### src/rtl/rr_arb4_ctrl.sv
// rr_arb4_ctrl: four-requester round-robin arbiter for one shared datapath port.
// A 2-bit rotating pointer sets the scan start. The owner keeps the grant until
// it pulses done or drops its request.
// Optional feature macro: RR_ARB4_TIMEOUT_EN. When defined, a hold counter
// force-releases a grant after MAX_HOLD cycles and pulses timeout.
// Debug outputs dbg_state and dbg_ptr expose the FSM state and the priority
// pointer to checkers.
//
// Handshake: req is a level held by a client until it is served. gnt is
// registered and one-hot, and rises on the edge after req is seen in IDLE.
// Only done[gnt_id] is honoured. Every grant is followed by at least one IDLE
// cycle before the next grant.
module rr_arb4_ctrl #(
  parameter int MAX_HOLD = 8,
  parameter int HOLD_W   = 4
) (
  input  logic       clk,
  input  logic       rst,
  input  logic [3:0] req,
  input  logic [3:0] done,
  output logic [3:0] gnt,
  output logic [1:0] gnt_id,
  output logic       busy,
  output logic       timeout,
  output logic [0:0] dbg_state,
  output logic [1:0] dbg_ptr
);

  localparam logic [0:0] S_IDLE  = 1'b0;
  localparam logic [0:0] S_GRANT = 1'b1;

  // Reject configurations where the hold counter cannot reach MAX_HOLD-1.
  if (MAX_HOLD < 2 || (2 ** HOLD_W) <= MAX_HOLD) begin : g_bad_cfg
    $error("rr_arb4_ctrl: MAX_HOLD must be >=2 and below 2**HOLD_W");
  end

  logic [0:0] state_q, state_d;
  logic [1:0] ptr_q, ptr_d;
  logic [3:0] gnt_q, gnt_d;
  logic [1:0] gnt_id_q, gnt_id_d;
  logic       busy_q, busy_d;

  logic       win_found;
  logic [1:0] win_id;
  logic [1:0] scan_idx;
  logic       release_c;
  logic       expire_c;

  // Scan requests starting at the pointer; the first set bit wins.
  always_comb begin
    win_found = 1'b0;
    win_id    = ptr_q;
    scan_idx  = ptr_q;
    for (int i = 0; i < 4; i++) begin
      scan_idx = ptr_q + 2'(i);
      if (!win_found && req[scan_idx]) begin
        win_found = 1'b1;
        win_id    = scan_idx;
      end
    end
  end

  // The owner gives up the resource by pulsing done or withdrawing its request.
  assign release_c = (state_q == S_GRANT) && (done[gnt_id_q] || !req[gnt_id_q]);

`ifdef RR_ARB4_TIMEOUT_EN
  logic [HOLD_W-1:0] hold_q, hold_d;

  assign expire_c = (state_q == S_GRANT) && (hold_q == HOLD_W'(MAX_HOLD - 1));

  // Hold counter: cleared on every new grant, advances while the grant is kept.
  always_comb begin
    hold_d = hold_q;
    if (state_q == S_IDLE) begin
      hold_d = '0;
    end else if (!release_c && !expire_c) begin
      hold_d = hold_q + {{(HOLD_W-1){1'b0}}, 1'b1};
    end
  end

  // Hold counter register.
  always_ff @(posedge clk) begin
    if (rst) begin
      hold_q <= '0;
    end else begin
      hold_q <= hold_d;
    end
  end
`else
  assign expire_c = 1'b0;
`endif

  // Arbiter FSM next state: grant a winner from IDLE and release from GRANT.
  always_comb begin
    state_d  = state_q;
    ptr_d    = ptr_q;
    gnt_d    = gnt_q;
    gnt_id_d = gnt_id_q;
    busy_d   = busy_q;
    case (state_q)
      S_IDLE: begin
        if (win_found) begin
          state_d  = S_GRANT;
          gnt_d    = 4'b0001 << win_id;
          gnt_id_d = win_id;
          busy_d   = 1'b1;
        end
      end
      S_GRANT: begin
        if (release_c || expire_c) begin
          state_d = S_IDLE;
          gnt_d   = 4'b0000;
          busy_d  = 1'b0;
          ptr_d   = gnt_id_q + 2'd1;
        end
      end
      default: begin
        state_d = S_IDLE;
        gnt_d   = 4'b0000;
        busy_d  = 1'b0;
      end
    endcase
  end

  // Arbiter FSM registers.
  always_ff @(posedge clk) begin
    if (rst) begin
      state_q  <= S_IDLE;
      ptr_q    <= 2'd0;
      gnt_q    <= 4'b0000;
      gnt_id_q <= 2'd0;
      busy_q   <= 1'b0;
    end else begin
      state_q  <= state_d;
      ptr_q    <= ptr_d;
      gnt_q    <= gnt_d;
      gnt_id_q <= gnt_id_d;
      busy_q   <= busy_d;
    end
  end

  // A forced release pulses timeout in the last held cycle, unless the owner
  // released in that same cycle.
  assign timeout   = !rst && expire_c && !release_c;

  assign gnt       = gnt_q;
  assign gnt_id    = gnt_id_q;
  assign busy      = busy_q;
  assign dbg_state = state_q;
  assign dbg_ptr   = ptr_q;

endmodule

### config.mk
export PLATFORM = sky130hd
export DESIGN_NAME = rr_arb4_ctrl
export DESIGN_NICKNAME = d
export VERILOG_FILES = /design/src/rtl/rr_arb4_ctrl.sv
export SDC_FILE = /design/constraint.sdc
export NUM_CORES = 1
export LEC_CHECK = 0
export ABC_CLOCK_PERIOD_IN_PS = 2000
export CORE_MARGIN = 10
export CORE_UTILIZATION = 30
export CTS_BUF_LIST = sky130_fd_sc_hd__clkbuf_16
export DETAILED_ROUTE_END_ITERATION = 8
export GPL_TIMING_DRIVEN = 0
export MAX_ROUTING_LAYER = met4
export PLACE_DENSITY = 0.6
export SYNTH_ARGS = -nofsm -noshare
export SYNTH_HDL_FRONTEND = slang
export SYNTH_SLANG_ARGS = --single-unit
### constraint.sdc
create_clock -name clk -period 2 [get_ports clk]
set_clock_uncertainty 0.05 [all_clocks]
set_input_delay 0.3 -clock clk [delete_from_list [all_inputs] [get_ports clk]]
set_output_delay 0.3 -clock clk [all_outputs]
set_load 0.01 [all_outputs]
; After elaboration in Yosys (flattened, before gate mapping)
; Index checks and enable logic that the tools add are counted.
[word_totals]
register_bits = 10
in_bits = 10
elab_cells = 58
out_inout_bits = 11
[op_classes]
order_cmp = 5
eq_ne = 2
bitwise_logic = 1
n_addsub = 4
muxes = 28
shift = 1
reduce_logical = 12
[ops]
columns = operator, count
row1 = $lt A2 B3 Y1 const B, 5
row2 = $mux W1, 14
row3 = $bmux W1 S2, 6
row4 = $mux W4, 2
row5 = $pmux W4 S2, 1
row6 = $mux W2, 3
row7 = $reduce_and A2 Y1, 3
row8 = $add A2 B1 Y2 const B, 2
row9 = $add A2 B2 Y2 const B, 2
row10 = $logic_and A1 B1 Y1, 4
row11 = $logic_not A1 Y1, 4
row12 = $pmux W1 S2, 2
row13 = $shl A1 B2 Y4 const A, 1
row14 = $ne A2 B1 Y1 const B, 1
row15 = $ne A2 B2 Y1 const B, 1
row16 = $logic_or A1 B1 Y1, 1
row17 = $not A1 Y1, 1

; Depth between registers and ports, before layout
[logic_depth]
depth_word = 15
ltp_mapped = 5
depth_no_buf = 5

; Least setup slack after synthesis
; OpenSTA, ideal clock, no wires.
[synth_timing]
path_kind = register -> register
from = register gnt_id_q[0], in the netlist gnt_id[0]
to = register ptr_q[1], in the netlist dbg_ptr[1]
slack_ns = 0.519
setup_ns = 0.125
required_time_ns = 1.825
stages_incl_launch_ff = 6
synth_period_minus_slack_ns = 1.481
path_buffers = 0
arrival_time_ns = 1.305
cell_sequence = dfxtp_1 > nor4bb_1 > or3_1 > a21o_1 > mux2i_1 > nor2_1
[synth_via]
elab_chain_cells = 6
word_cells_on_any_way = 9
cone_classes = 1 x add/sub / 4 x mux / 4 x reduce/logical
[synth_lines]
columns = item, line_no
row1 = from (decl), 40  ; logic [1:0] gnt_id_q, gnt_id_d;
row2 = from (signal assigned), 137  ; gnt_id_q <= gnt_id_d;
row3 = $bmux W1 S2, 64  ; assign release_c = (state_q == S_GRANT) && (done[gnt_id_q] || !req[gnt_id_q]);
row4 = $mux W1 (not written as such), 64
row5 = $logic_not A1 Y1, 64
row6 = $logic_or A1 B1 Y1, 64
row7 = $logic_and A1 B1 Y1, 64
row8 = $reduce_and A2 Y1 (no source line), -
row9 = to (signal assigned), 135  ; ptr_q <= ptr_d;
row10 = to (decl), 38  ; logic [1:0] ptr_q, ptr_d;
; Several ways; a longest one is shown, not always the timed one. The select of a mux whose other input is x is not followed.
; A chain may end at the register's enable or synchronous reset.

; Worst setup path in the final report
[layout_timing]
from = input req[2]
to = register gnt_q[0], in the netlist gnt[0]
[layout_via]
elab_chain_cells = 15
word_cells_on_any_way = 32
cone_classes = 2 x eq/ne / 1 x shift / 19 x mux / 10 x reduce/logical
[layout_lines]
columns = item, line_no
row1 = from (decl), 19  ; input logic [3:0] req,
row2 = $bmux W1 S2, 56  ; if (!win_found && req[scan_idx]) begin
row3 = $mux W1 (not written as such), 56
row4 = $mux W1, 56
row5 = $logic_not A1 Y1, 56
row6 = $logic_and A1 B1 Y1, 56
row7 = $mux W1, 56
row8 = $logic_not A1 Y1, 56
row9 = $logic_and A1 B1 Y1, 56
row10 = $mux W1, 56
row11 = $logic_not A1 Y1, 56
row12 = $logic_and A1 B1 Y1, 56
row13 = $mux W2, 56
row14 = $shl A1 B2 Y4, 104  ; gnt_d = 4'b0001 << win_id;
row15 = $mux W4, 102  ; if (win_found) begin
row16 = $pmux W4 S2, 100  ; case (state_q)
row17 = to (signal assigned), 136  ; gnt_q <= gnt_d;
row18 = to (decl), 39  ; logic [3:0] gnt_q, gnt_d;
; Several ways; a longest one is shown, not always the timed one. The select of a mux whose other input is x is not followed.

==> metrics list <==
- The flow ran to the end, and the final reports show no timing, DRC or antenna violations.
- Dividing total power by cell area gives a power density of 915 mW/mm^2.
* Highest ir drop seen on vdd: 0.497 mV
- Setup total negative slack on the finished layout was measured at 0 ns.
* Worst EP required: 2.05 ns
* Share of cell area taken by muxes after synthesis: 1.95%
* Yosys synthesis warning count: 0
- Setup crit start kind: input port
- Summing the areas of all compound-gate instances in the mapped netlist gives 20.4% of the synthesized area.
- Synth area leaders: dfxtp_1, a21oi_1, nor2_1
- CTS built an H-tree with a depth of 1.
- The layout has 156 filler cells.
* Crit path DAT: 1.86 ns
- Flip-flop and latch count after synthesis: 10
* Violation count after the first detailed-routing iteration: 11
- Counting every net in the synthesized netlist gives 75.
- Of the cells placed in the final design, the portion with a size suffix greater than 1 is 6.98%.
* Routed wire per std cell: 14.0 um
* Min cycle time layout: 1.80 ns
* Synth top area share: 38.9%
- Simple logic cell fraction of the synthesized area: 31.6%
- Max Clock Freq: 554 MHz
* Number of remaining DRC errors: 0
- For this design the top-level I/O count stands at 21.
- Largest fanout on the critical path: 7
* Number of buffers created by CTS: 3
- In this run the critical register-to-register path is launched from gnt_id[0].
- Proportion of register bits with asynchronous set or reset after synthesis: 0%
- Number of different library cells in the post-synthesis netlist: 27
* Maximum clock insertion buffer count: 2
- Across every metal layer, demand over resource in global routing totals 8.53%.
- Detail Placement HPWL: 1070 um
- Final period utilization: 90.2%
* Core footprint: 0.00156 sq mm
- For this run, the detailed router's first-pass iteration total came to 4.
- Across all hold checks on the routed design, the worst slack comes to 0.356 ns.
- In this run the worst setup path terminates at gnt[0].
* Dpl cells: 99
- The number of antenna diodes in the final layout is 0.
- Via count: 535
- From bottom edge to top edge, the die measures 61.4 um.
* Average footprint of a synthesized cell: 7.91 sq um
- X dimension of the die: 61.4 um
- The count of cells in the finished layout, fillers not included, comes to 102.
- Layout overhead on the synthesized area: 53.5%
- The worst hold path belongs to the class input port to flop.
- Die footprint: 0.00377 sq mm
* Register-to-register setup slack: 0.42 ns
* Remaining number of nets flagged by the antenna check after routing: 0
- The first global-routing pass estimated 2350 um of wire.
- Worst-case reg-to-reg path depth: 5
* Total of max-cap violations: 0
* # port buffers: 18
- Summed over all instances, the cell type with the most area after synthesis is dfxtp_1.
* Final global-route overflow total: 0
* Slew at the pin closest to its max-slew limit: 0.552 ns
* Number of global-route vias before repair: 522
* Pin count of the biggest net entering global routing: 10
- Wire length on met2: 534 um
- Sequential cell area fraction in the yosys report: 38.9%
- Once the clock tree was built, the setup fixing pass inserted 0 buffers.
- The worst setup path is captured at a flop.
- Total wire length after detailed routing: 1430 um
- Highest signal layer in the routed design: met4
- Slew Limit Fails: 0
- Capture instance of the worst register-to-register path: dbg_ptr[1]
* Number of hold violations in the final report: 0
- The initial antenna violation count is 0.
* Clk Tree Root Cell: clkbuf_16
- Clk_lat worst skew: 0.23 ns
* # nets final: 98
- In the synthesized netlist the dominant register cell turns out to be dfxtp_1.
* Hold Crit Start: rst
- The synthesized netlist devotes 0% of its cell area to adder and majority cells.
- Summing the areas of all xor and xnor instances in the mapped netlist gives 1.70% of the synthesized area.
- The initial utilization of the core area, before any placement, comes to 33.0%.
* Syn Std Cell Area: 514 sq um
* Routed met1 length: 671 um
* RePlAce Congestion: 0.781
- Number of sinks on the clock net: 10
* Row cnt: 14
- The synthesized design contains 0 enable-type register cells.
- Cell count after synthesis: 65
- Kind of critical path: input port to flop
- Timing startpoint of the critical path: req[2]
* Post-cts hold buffer count: 0
- Post-CTS clock slew at the launch and capture registers of the worst setup and hold paths: 0.04 ns
- The number of gates resized after CTS was 0.
- Met3 wire len: 181 um
* CTS tree: built
* Leakage Power: 0.306 nW
- Number of setup violations in the final report: 0
- At the end of the flow the core is filled with cells to 50.6%.
- Setup repair after global routing left no endpoint under its margin.
- By area, the combinational part of the netlist is dominated by simple AND/OR/NAND/NOR gates.
- Slew Limit Headroom: 62.9%
- Via density per instance: 5.25
-- routing by layer --
metal,vias to the layer above,global-route usage [%]
li1,275,-
met3,5,3.70
met5,-,-
met1,234,9.11
met4,0,5.73
met2,21,12.6
-- per-stage QoR --
step | worst slack [ns] | area, sq um | power (mW)
CTS | 0.178 | 790 | 0.731
finish | 0.195 | 790 | 0.723
detailed placement | -0.0482 | 714 | 0.380
global route | 0.0121 | 790 | 0.758
floorplan | 0.519 | 514 | 0.310
global placement | -0.0254 | 714 | 0.380
-- cells by family after synthesis --
group                  count (synthesis)
other                                  1
flip-flops                            10
buffers and inverters                  5
multiplexers                           1
XOR/XNOR                               1
AO/OA/AOI/OAI                         17
AND/OR/NAND/NOR                       30
-- critical path: stages --
cell	delay, ns
clkdlybuf4s50_1	0.51
nor4_1	0.50
or2_0	0.17
clkbuf_2	0.18
or3_1	0.13
a21oi_1	0.06
-- layout by cell type (no fill, tap or decap), drive strengths merged, types with 2 or more instances in the layout --
| cell | instances |
|---|---|
| a21oi | 9 |
| or3 | 2 |
| clkbuf | 4 |
| nor2b | 2 |
| clkdlybuf4s50 | 18 |
| nand3b | 3 |
| nor2 | 7 |
| buf | 2 |
| inv | 2 |
| o31ai | 2 |
| dfxtp | 10 |
| o21ai | 2 |
| nand3 | 5 |
| nand2 | 5 |
-- worst min path at each step --
stage / to / slack (ns) / cells after the start
after floorplan: dbg_state / 0.44 / 2
after global placement: gnt[2] / 0.41 / 2
after detailed placement: gnt[1] / 0.41 / 2
after CTS: dbg_ptr[1] / 0.36 / 2
after global routing: dbg_ptr[0] / 0.40 / 2
final: dbg_ptr[1] / 0.36 / 2
-- flip-flops by register name (all words and copies together), names as in the netlist --
signal	cells
busy	1
dbg_state	1
gnt	4
gnt_id	2
dbg_ptr	2
-- final cells by class --
cell class / instances / area (sq um) / area share (%)
Multi-Input combinational cell: 50 / 290 / 36.8
Clock buffer: 3 / 75.1 / 9.51
Sequential cell: 10 / 200 / 25.4
Inverter: 2 / 7.51 / 0.951
Tap cell: 16 / 20.0 / 2.54
Buffer: 3 / 16.3 / 2.06
Timing Repair Buffer: 18 / 180 / 22.8
-- where the power goes --
group / leakage [nW] / internal, mW / total (mW) / switching [mW]
combinational: 0.187 / 0.0758 / 0.142 / 0.0661
clock: 0.0370 / 0.259 / 0.346 / 0.0877
sequential: 0.0822 / 0.218 / 0.234 / 0.0164
-- cells in the mapped netlist (2+ instances only) --
cell	n
dfxtp_1	10
a21oi_1	9
o31ai_1	2
nand2_1	5
nor2b_1	2
nand3b_1	3
inv_1	2
o21ai_0	2
or3_1	2
nor2_1	7
nand3_1	5
No activity file was read; power rests on OpenSTA's default activity.
